===== config.mk =====
export PLATFORM = sky130hd
export DESIGN_NAME = ifetch_unit
export DESIGN_NICKNAME = d
export VERILOG_FILES = /design/src/rtl/ifetch_unit.sv
export SDC_FILE = /design/constraint.sdc
export NUM_CORES = 1
export LEC_CHECK = 0
export ABC_AREA = 1
export CAP_MARGIN = 10
export CELL_PAD_IN_SITES_DETAIL_PLACEMENT = 0
export CELL_PAD_IN_SITES_GLOBAL_PLACEMENT = 1
export CORE_MARGIN = 3
export CORE_UTILIZATION = 30
export DETAILED_ROUTE_END_ITERATION = 10
export DONT_BUFFER_PORTS = 1
export GPL_ROUTABILITY_DRIVEN = 0
export GPL_TIMING_DRIVEN = 0
export PLACE_DENSITY = 0.64
export REMOVE_ABC_BUFFERS = 1
export SLEW_MARGIN = 20
export SYNTH_ARGS = -nofsm -noshare
export SYNTH_HDL_FRONTEND = slang
export SYNTH_SLANG_ARGS = --single-unit

===== constraint.sdc =====
create_clock -name clk -period 3.18 [get_ports clk]
set_input_delay 0.318 -clock clk [delete_from_list [all_inputs] [get_ports clk]]
set_output_delay 0.318 -clock clk [all_outputs]
set_load 0.03 [all_outputs]

===== src/rtl/ifetch_unit.sv =====
// Instruction-fetch stage: owns the PC, fetches over a req/ack handshake,
// presents the latched instruction to the decoder and halts on a dead memory.
module ifetch_unit #(
  parameter logic [31:0] RESET_PC = 32'h0000_3000,
  parameter int          TIMEOUT  = 255,
  parameter int          CNT_W    = 8
) (
  input  logic        clk,
  input  logic        rst,
  output logic        imem_req,
  output logic [31:0] imem_addr,
  input  logic        imem_ack,
  input  logic [31:0] imem_rdata,
  output logic [31:0] instr,
  output logic        instr_valid,
  output logic [31:0] pc,
  output logic [31:0] pc_plus4,
  input  logic        Br,
  input  logic        J,
  input  logic        PCWr,
  input  logic        stall,
  output logic        fetch_err
);

  typedef enum logic [1:0] {
    S_IDLE  = 2'd0,
    S_FETCH = 2'd1,
    S_EXEC  = 2'd2,
    S_HALT  = 2'd3
  } state_t;

  localparam logic [CNT_W-1:0] CNT_LAST = CNT_W'(TIMEOUT - 1);

  state_t           r_state;
  logic [31:0]      r_pc;
  logic [31:0]      r_instr;
  logic [CNT_W-1:0] r_cnt;
  logic             r_err;

  logic [31:0]      w_pc_plus4;
  logic [31:0]      w_br_off;
  logic [31:0]      w_next_pc;
  logic             w_timeout;

  assign w_pc_plus4 = r_pc + 32'd4;
  assign w_br_off   = {{14{r_instr[15]}}, r_instr[15:0], 2'b00};
  assign w_timeout  = (TIMEOUT != 0) && (r_cnt == CNT_LAST);

  // Next-PC select: jump outranks branch, both outrank sequential.
  always_comb begin
    w_next_pc = w_pc_plus4;
    if (J) begin
      w_next_pc = {w_pc_plus4[31:28], r_instr[25:0], 2'b00};
    end else if (Br) begin
      w_next_pc = w_pc_plus4 + w_br_off;
    end else begin
      w_next_pc = w_pc_plus4;
    end
  end

  always_ff @(posedge clk or posedge rst) begin
    if (rst) begin
      r_state <= S_IDLE;
      r_pc    <= RESET_PC;
      r_instr <= 32'd0;
      r_cnt   <= '0;
      r_err   <= 1'b0;
    end else begin
      case (r_state)
        S_IDLE: begin
          r_state <= S_FETCH;
        end
        S_FETCH: begin
          if (imem_ack) begin
            r_instr <= imem_rdata;
            r_cnt   <= '0;
            r_state <= S_EXEC;
          end else if (w_timeout) begin
            r_err   <= 1'b1;
            r_state <= S_HALT;
          end else begin
            r_cnt   <= r_cnt + 1'b1;
          end
        end
        S_EXEC: begin
          if (!stall) begin
            r_state <= S_FETCH;
            // Without PCWr the same address is simply refetched.
            if (PCWr) begin
              r_pc <= w_next_pc;
            end
          end
        end
        S_HALT: begin
          r_state <= S_HALT;
        end
        default: begin
          r_state <= S_IDLE;
        end
      endcase
    end
  end

  assign imem_req    = (r_state == S_FETCH);
  assign instr_valid = (r_state == S_EXEC);
  assign imem_addr   = r_pc;
  assign pc          = r_pc;
  assign pc_plus4    = w_pc_plus4;
  assign instr       = r_instr;
  assign fetch_err   = r_err;

endmodule


==> impl_metrics.ini, run 1 <==
[run_status]
status = finished with violations
violations = negative setup slack

[global_routing]
first_global_vias = 6156
antenna_found_initial = 0
grt_max_degree = 55
overflow = 0
grt_use_total_pct = 19.0
grt_pass1_wl_um = 35600

[routing]
met1Wirelength_um = 10800
wl_met3_um = 1030
wl_per_cell_um = 17.9
highest_layer = met4
ant_nets = 0
routed_via_density = 4.95
wl_met2_um = 11100
dr.pass1.iters = 5
drt_wl_total_um = 23200
via_count = 6421
drc_errors = 0
drt_iter0_drc = 334

[sta]
setup_viol = 2
worst_clock_skew_ns = 0.0109
fin_ws_ns = -0.0167
fmax_mhz = 313
final_hold_viol_count = 0
rsz0062_at_grt = yes
min_period_ns = 3.20
drv_slew = 0
setup_tns_ns = -0.0282
holdWs_ns = 0.0942
slew_headroom_pct = 23.5
fin_crit_sh_pct = 101
worstMarginPinSlew_ns = 1.15

[yosys]
ys_ff_latch = 73
synthAdderAreaFrac_pct = 7.60
synth_simple_gate_area_share_pct = 36.5
async_flop_share_pct = 100
synth_top_family_by_area = simple AND/OR/NAND/NOR gates
synth_area_sq_um = 6520
synth_edf_count = 0
ys.flop_type = dfrtp_1
synth.avg_cell_area_sq_um = 6.39
yosysWarnings = 0
synth_xor_area_share_pct = 2.55
yosysSeqAreaShare_pct = 28.0
syn_inst = 1020
yosys-mux-area-fraction_pct = 0
netlist.area_leader.share_pct = 27.2
synth_compound_area_share_pct = 12.3
ys_types = 45
synth_top_area_cell = dfrtp_1
synthTopCellsByArea = dfrtp_1 (27%), nand2_1 (20%), inv_1 (7.3%)

[place]
hpwl_um = 17700
port_buffers = 0

[clock_network]
numClockSinks = 73
clock_latency_ns = 0.34
cts_max_level = 3
cts_root_buffer = clkbuf_16
cts_tree = built
cts_made_buffers = 9
cts_buffer_depth = 2
clk_pin_slew_ns = 0.06

[layout]
drive_above_1_share_pct = 30.0
n_antenna_cell = 0
final_core_util_pct = 40.6
area.growth.synth_to_final_pct = 32.2
fillCellCount = 2232
nNetsFinal = 1096

[setup_path]
cp-start-kind = flip-flop
cp_max_fo = 6
critical_path_arrival_ns = 3.42
rrSetupSlack_ns = -0.02
critical_path.endpoint_type = flip-flop
cp.required_ns = 3.40
path_class = reg2reg

[min_path]
hold_class = in2reg

[floorplan]
die_area_sq_um = 23500
initial_core_util_pct = 30.7
die_w_um = 153
row_count = 53
die_h_um = 153
core_sq_um = 21200
ios = 170

[flow_run]
cap_violations = 0
stage by stage:
step	std cells	area [sq um]	setup slack [ns]
floorplan	971	6190	-0.292
global placement	1246	6540	-1.53
detailed placement	1249	6640	-1.10
CTS	1279	7900	-0.0131
global route	1298	8620	-0.178
finish	1298	8620	-0.0167
critical path, stage by stage, from the launching register on:
cell	delay, ns
dfrtp_4	0.60
ha_4	0.20
nand3_4	0.13
buf_4	0.19
nor2_4	0.16
xor2_4	0.36
ha_4	0.28
nand2_1	0.06
nand2_1	0.08
nand2_1	0.07
nand2_1	0.08
a21oi_2	0.18
nand2_4	0.10
or2_2	0.29
a31oi_1	0.22
nor2_1	0.06
layer usage:
layer  vias up  global-route usage [%]
met5         -                       0
met2       125                    31.5
li1       3218                       -
met4         0                    4.04
met3        13                    3.40
met1      3065                    26.2
cell usage in the layout (no fill, tap or decap), types with 9 or more instances in the layout:
cell type,count
nand4_1,9
nor2_2,11
o21ai_0,28
dfrtp_1,47
nor2_4,24
and2_4,9
a21oi_2,27
ha_4,29
inv_1,113
nand2_4,19
nand2_2,43
clkbuf_16,9
buf_4,28
nand3_2,17
nor2_1,56
dfrtp_4,18
a21oi_1,45
nand3_1,47
nand2_1,292
xor2_4,10
inv_2,9
worst paths after layout:
kind	cells past startpoint	to	start
max	15	imem_addr[15]	imem_addr[2]
min	2	instr[30]	imem_rdata[30]
max reg2reg	15	imem_addr[15]	imem_addr[2]
min reg2reg	2	r_cnt[4]	r_cnt[4]
max in group asynchronous	3	imem_addr[12]	rst
min in group asynchronous	2	imem_addr[3]	rst
registers in the layout (all words and copies together), names as in the netlist:
name,cells
instr,32
imem_addr,30
fetch_err,1
r_state,2
r_cnt,8
cell usage after synthesis, types with 4 or more instances:
master / number
a21oi_1: 73
a22oi_1: 5
a31oi_1: 7
and2_1: 10
buf_4: 36
clkbuf_1: 14
dfrtp_1: 71
ha_1: 38
inv_1: 127
nand2_1: 348
nand2_2: 4
nand3_1: 65
nand3b_1: 8
nand4_1: 9
nor2_1: 85
nor3_1: 10
o21ai_0: 33
o21ai_1: 4
o21bai_1: 9
or2_2: 5
xor2_1: 16
repair_timing:
item / in CTS / in global routing
pin swaps: 42 / 70
hold buffers: 1 / 0
setup buffers: 13 / 19
hold endpoints to repair: 18 / 0
resized for setup: 203 / 130
setup endpoints to repair: 28 / 23
cell families after synthesis:
group / Yosys count
adder cells (fa/ha/maj): 39
AND/OR/NAND/NOR: 559
flip-flops: 73
other: 1
buffers and inverters: 185
XOR/XNOR: 19
AO/OA/AOI/OAI: 144
layout make-up:
class                           instances  area (sq um)  area share, %
Clock buffer                           10           229           2.66
Clock inverter                          6          43.8          0.508
Inverter                              131           515           5.98
Multi-Input combinational cell        767          5210           60.5
Sequential cell                        73          1910           22.2
Tap cell                              275           344           3.99
Timing Repair Buffer                   36           365           4.24
Power of run 1 is left out: the tool's default activity adds up to more than one toggle a clock period on the data nets, which glitch-free logic cannot reach.
==> run 2: changes to the inputs <==
Settings changed: PLACE_DENSITY 0.64 to 0.67.
==> run 2 against run 1 <==
Die area did not move. Register-to-register slack hardly changed. Worst hold slack worse by 0.0021 ns. Clock skew decreased by 0.0019 ns. Via count down 0.51%. Global-route usage fell by 0.47 points. Sequential share of layout area is 0.47 points higher. Wire length shrank 1.7%. Cell count down 0.31%. The flow still finishes with violations (negative setup slack). Critical endpoint is now imem_addr[22].
==> impl_metrics.ini, run 2 (same netlist as run 1, synthesis figures left out) <==
[global_routing]
grt_use_total_pct = 18.6
grt_max_degree = 53
grt_pass1_wl_um = 34800
antenna_found_initial = 0
overflow = 0
first_global_vias = 6164

[routing]
wl_per_cell_um = 17.7
via_count = 6388
met1Wirelength_um = 10400
routed_via_density = 4.94
wl_met3_um = 1120
dr.pass1.iters = 5
wl_met2_um = 10800
ant_nets = 0
highest_layer = met4
drc_errors = 0
drt_wl_total_um = 22800
drt_iter0_drc = 303

[setup_path]
cp_slowest_cell = dfrtp_4
critical_path_arrival_ns = 3.46
cp.required_ns = 3.44
critPathMaxStageDelay_ns = 0.60
cp-start-kind = flip-flop
path_buf_inv = 2
cp_max_fo = 6
path_class = reg2reg
critical_path.endpoint_type = flip-flop
cp_cell_sequence = ha_4 -> nand3_4 -> inv_4 -> nand2_8 -> nor2_4 -> xor2_2 -> inv_4 -> ha_4 -> nand2_1 -> nor2_2 -> nand3_1 -> nand3b_1 -> nand2_1 -> nand3b_1 -> nand3_1 -> a21oi_2
crit_family = simple AND/OR/NAND/NOR gates

[layout]
n_antenna_cell = 0
largest_reg_flops = 32
area.growth.synth_to_final_pct = 29.5
drive_above_1_share_pct = 29.7
final_common_cell = nand2_1
fillCellCount = 2238
nNetsFinal = 1092
final_cell_mix = nand2_1 (291), inv_1 (108), nor2_1 (56)

[floorplan]
ios = 170
core_sq_um = 21200
die_h_um = 153
initial_core_util_pct = 30.7
die_w_um = 153
row_count = 53
die_area_sq_um = 23500

[sta]
worstMarginPinSlew_ns = 1.09
worst_clock_skew_ns = 0.00902
fmax_mhz = 313
min_period_ns = 3.19
fin_ws_ns = -0.0150
drv_slew = 0
setup_viol = 3
rsz0062_at_grt = yes
final_hold_viol_count = 0
slew_headroom_pct = 27.1
fin_crit_sh_pct = 100

[clock_network]
clock_latency_ns = 0.34
cts_buffer_depth = 2
cts_tree = built
cts_max_level = 3
clk_pin_slew_ns = 0.06
cts_root_buffer = clkbuf_16
numClockSinks = 73
cts_made_buffers = 9

[place]
port_buffers = 0
place_ws_ns = -1.04
hpwl_um = 17500

[run_status]
violations = negative setup slack
status = finished with violations

[flow_run]
cap_violations = 0

[min_path]
hold_class = in2reg
-- run 2: changes by cell type in the layout (fill, tap and decap cells not counted), sizes merged --
cell      delta
buf          -4
bufinv       +1
clkinv       +3
clkinvlp     -4
-- run 2: metrics by stage --
step	area [sq um]	cells	util, %	hold WS (ns)	TNS, ns
after CTS	7720	1279	36.4	0.0830	-0.167
after global routing	8450	1294	39.8	0.0937	-2.07
final	8450	1294	39.8	0.0921	-0.0317
after detailed placement	6610	1248	31.2	0.184	-20.19
after floorplan	6190	971	-	0.435	-3.13
after global placement	6540	1246	30.8	0.436	-67.83
-- run 2: worst paths after layout --
kind                           startpoint  cells after the start  slack (ns)             to
min in group asynchronous             rst                      2        0.43       instr[2]
min reg2reg                      r_cnt[4]                      2        0.54       r_cnt[4]
max                          imem_addr[2]                     16       -0.01  imem_addr[22]
min                        imem_rdata[25]                      2        0.09      instr[25]
max reg2reg                  imem_addr[2]                     16       -0.01  imem_addr[22]
max in group asynchronous             rst                      3        2.13  imem_addr[12]
-- run 2: timing repair --
action / in CTS / in global routing
pin swaps: 38 / 76
setup buffers: 14 / 15
hold buffers: 1 / 0
resized for setup: 177 / 140
setup endpoints to repair: 30 / 25
hold endpoints to repair: 20 / 0
-- run 2: routing by layer --
metal / up-vias / global-route usage (%)
met1: 3006 / 25.1
met5: - / 0
li1: 3207 / -
met4: 0 / 4.75
met3: 24 / 3.06
met2: 151 / 31.0
-- run 2: final cells by class --
type	count	area (sq um)	share of cell area, %
Clock buffer	10	229	2.71
Multi-Input combinational cell	767	5090	60.2
Sequential cell	73	1910	22.6
Clock inverter	6	66.3	0.785
Timing Repair Buffer	32	290	3.44
Inverter	131	515	6.10
Tap cell	275	344	4.07
Power of run 2 is left out for the same reason.
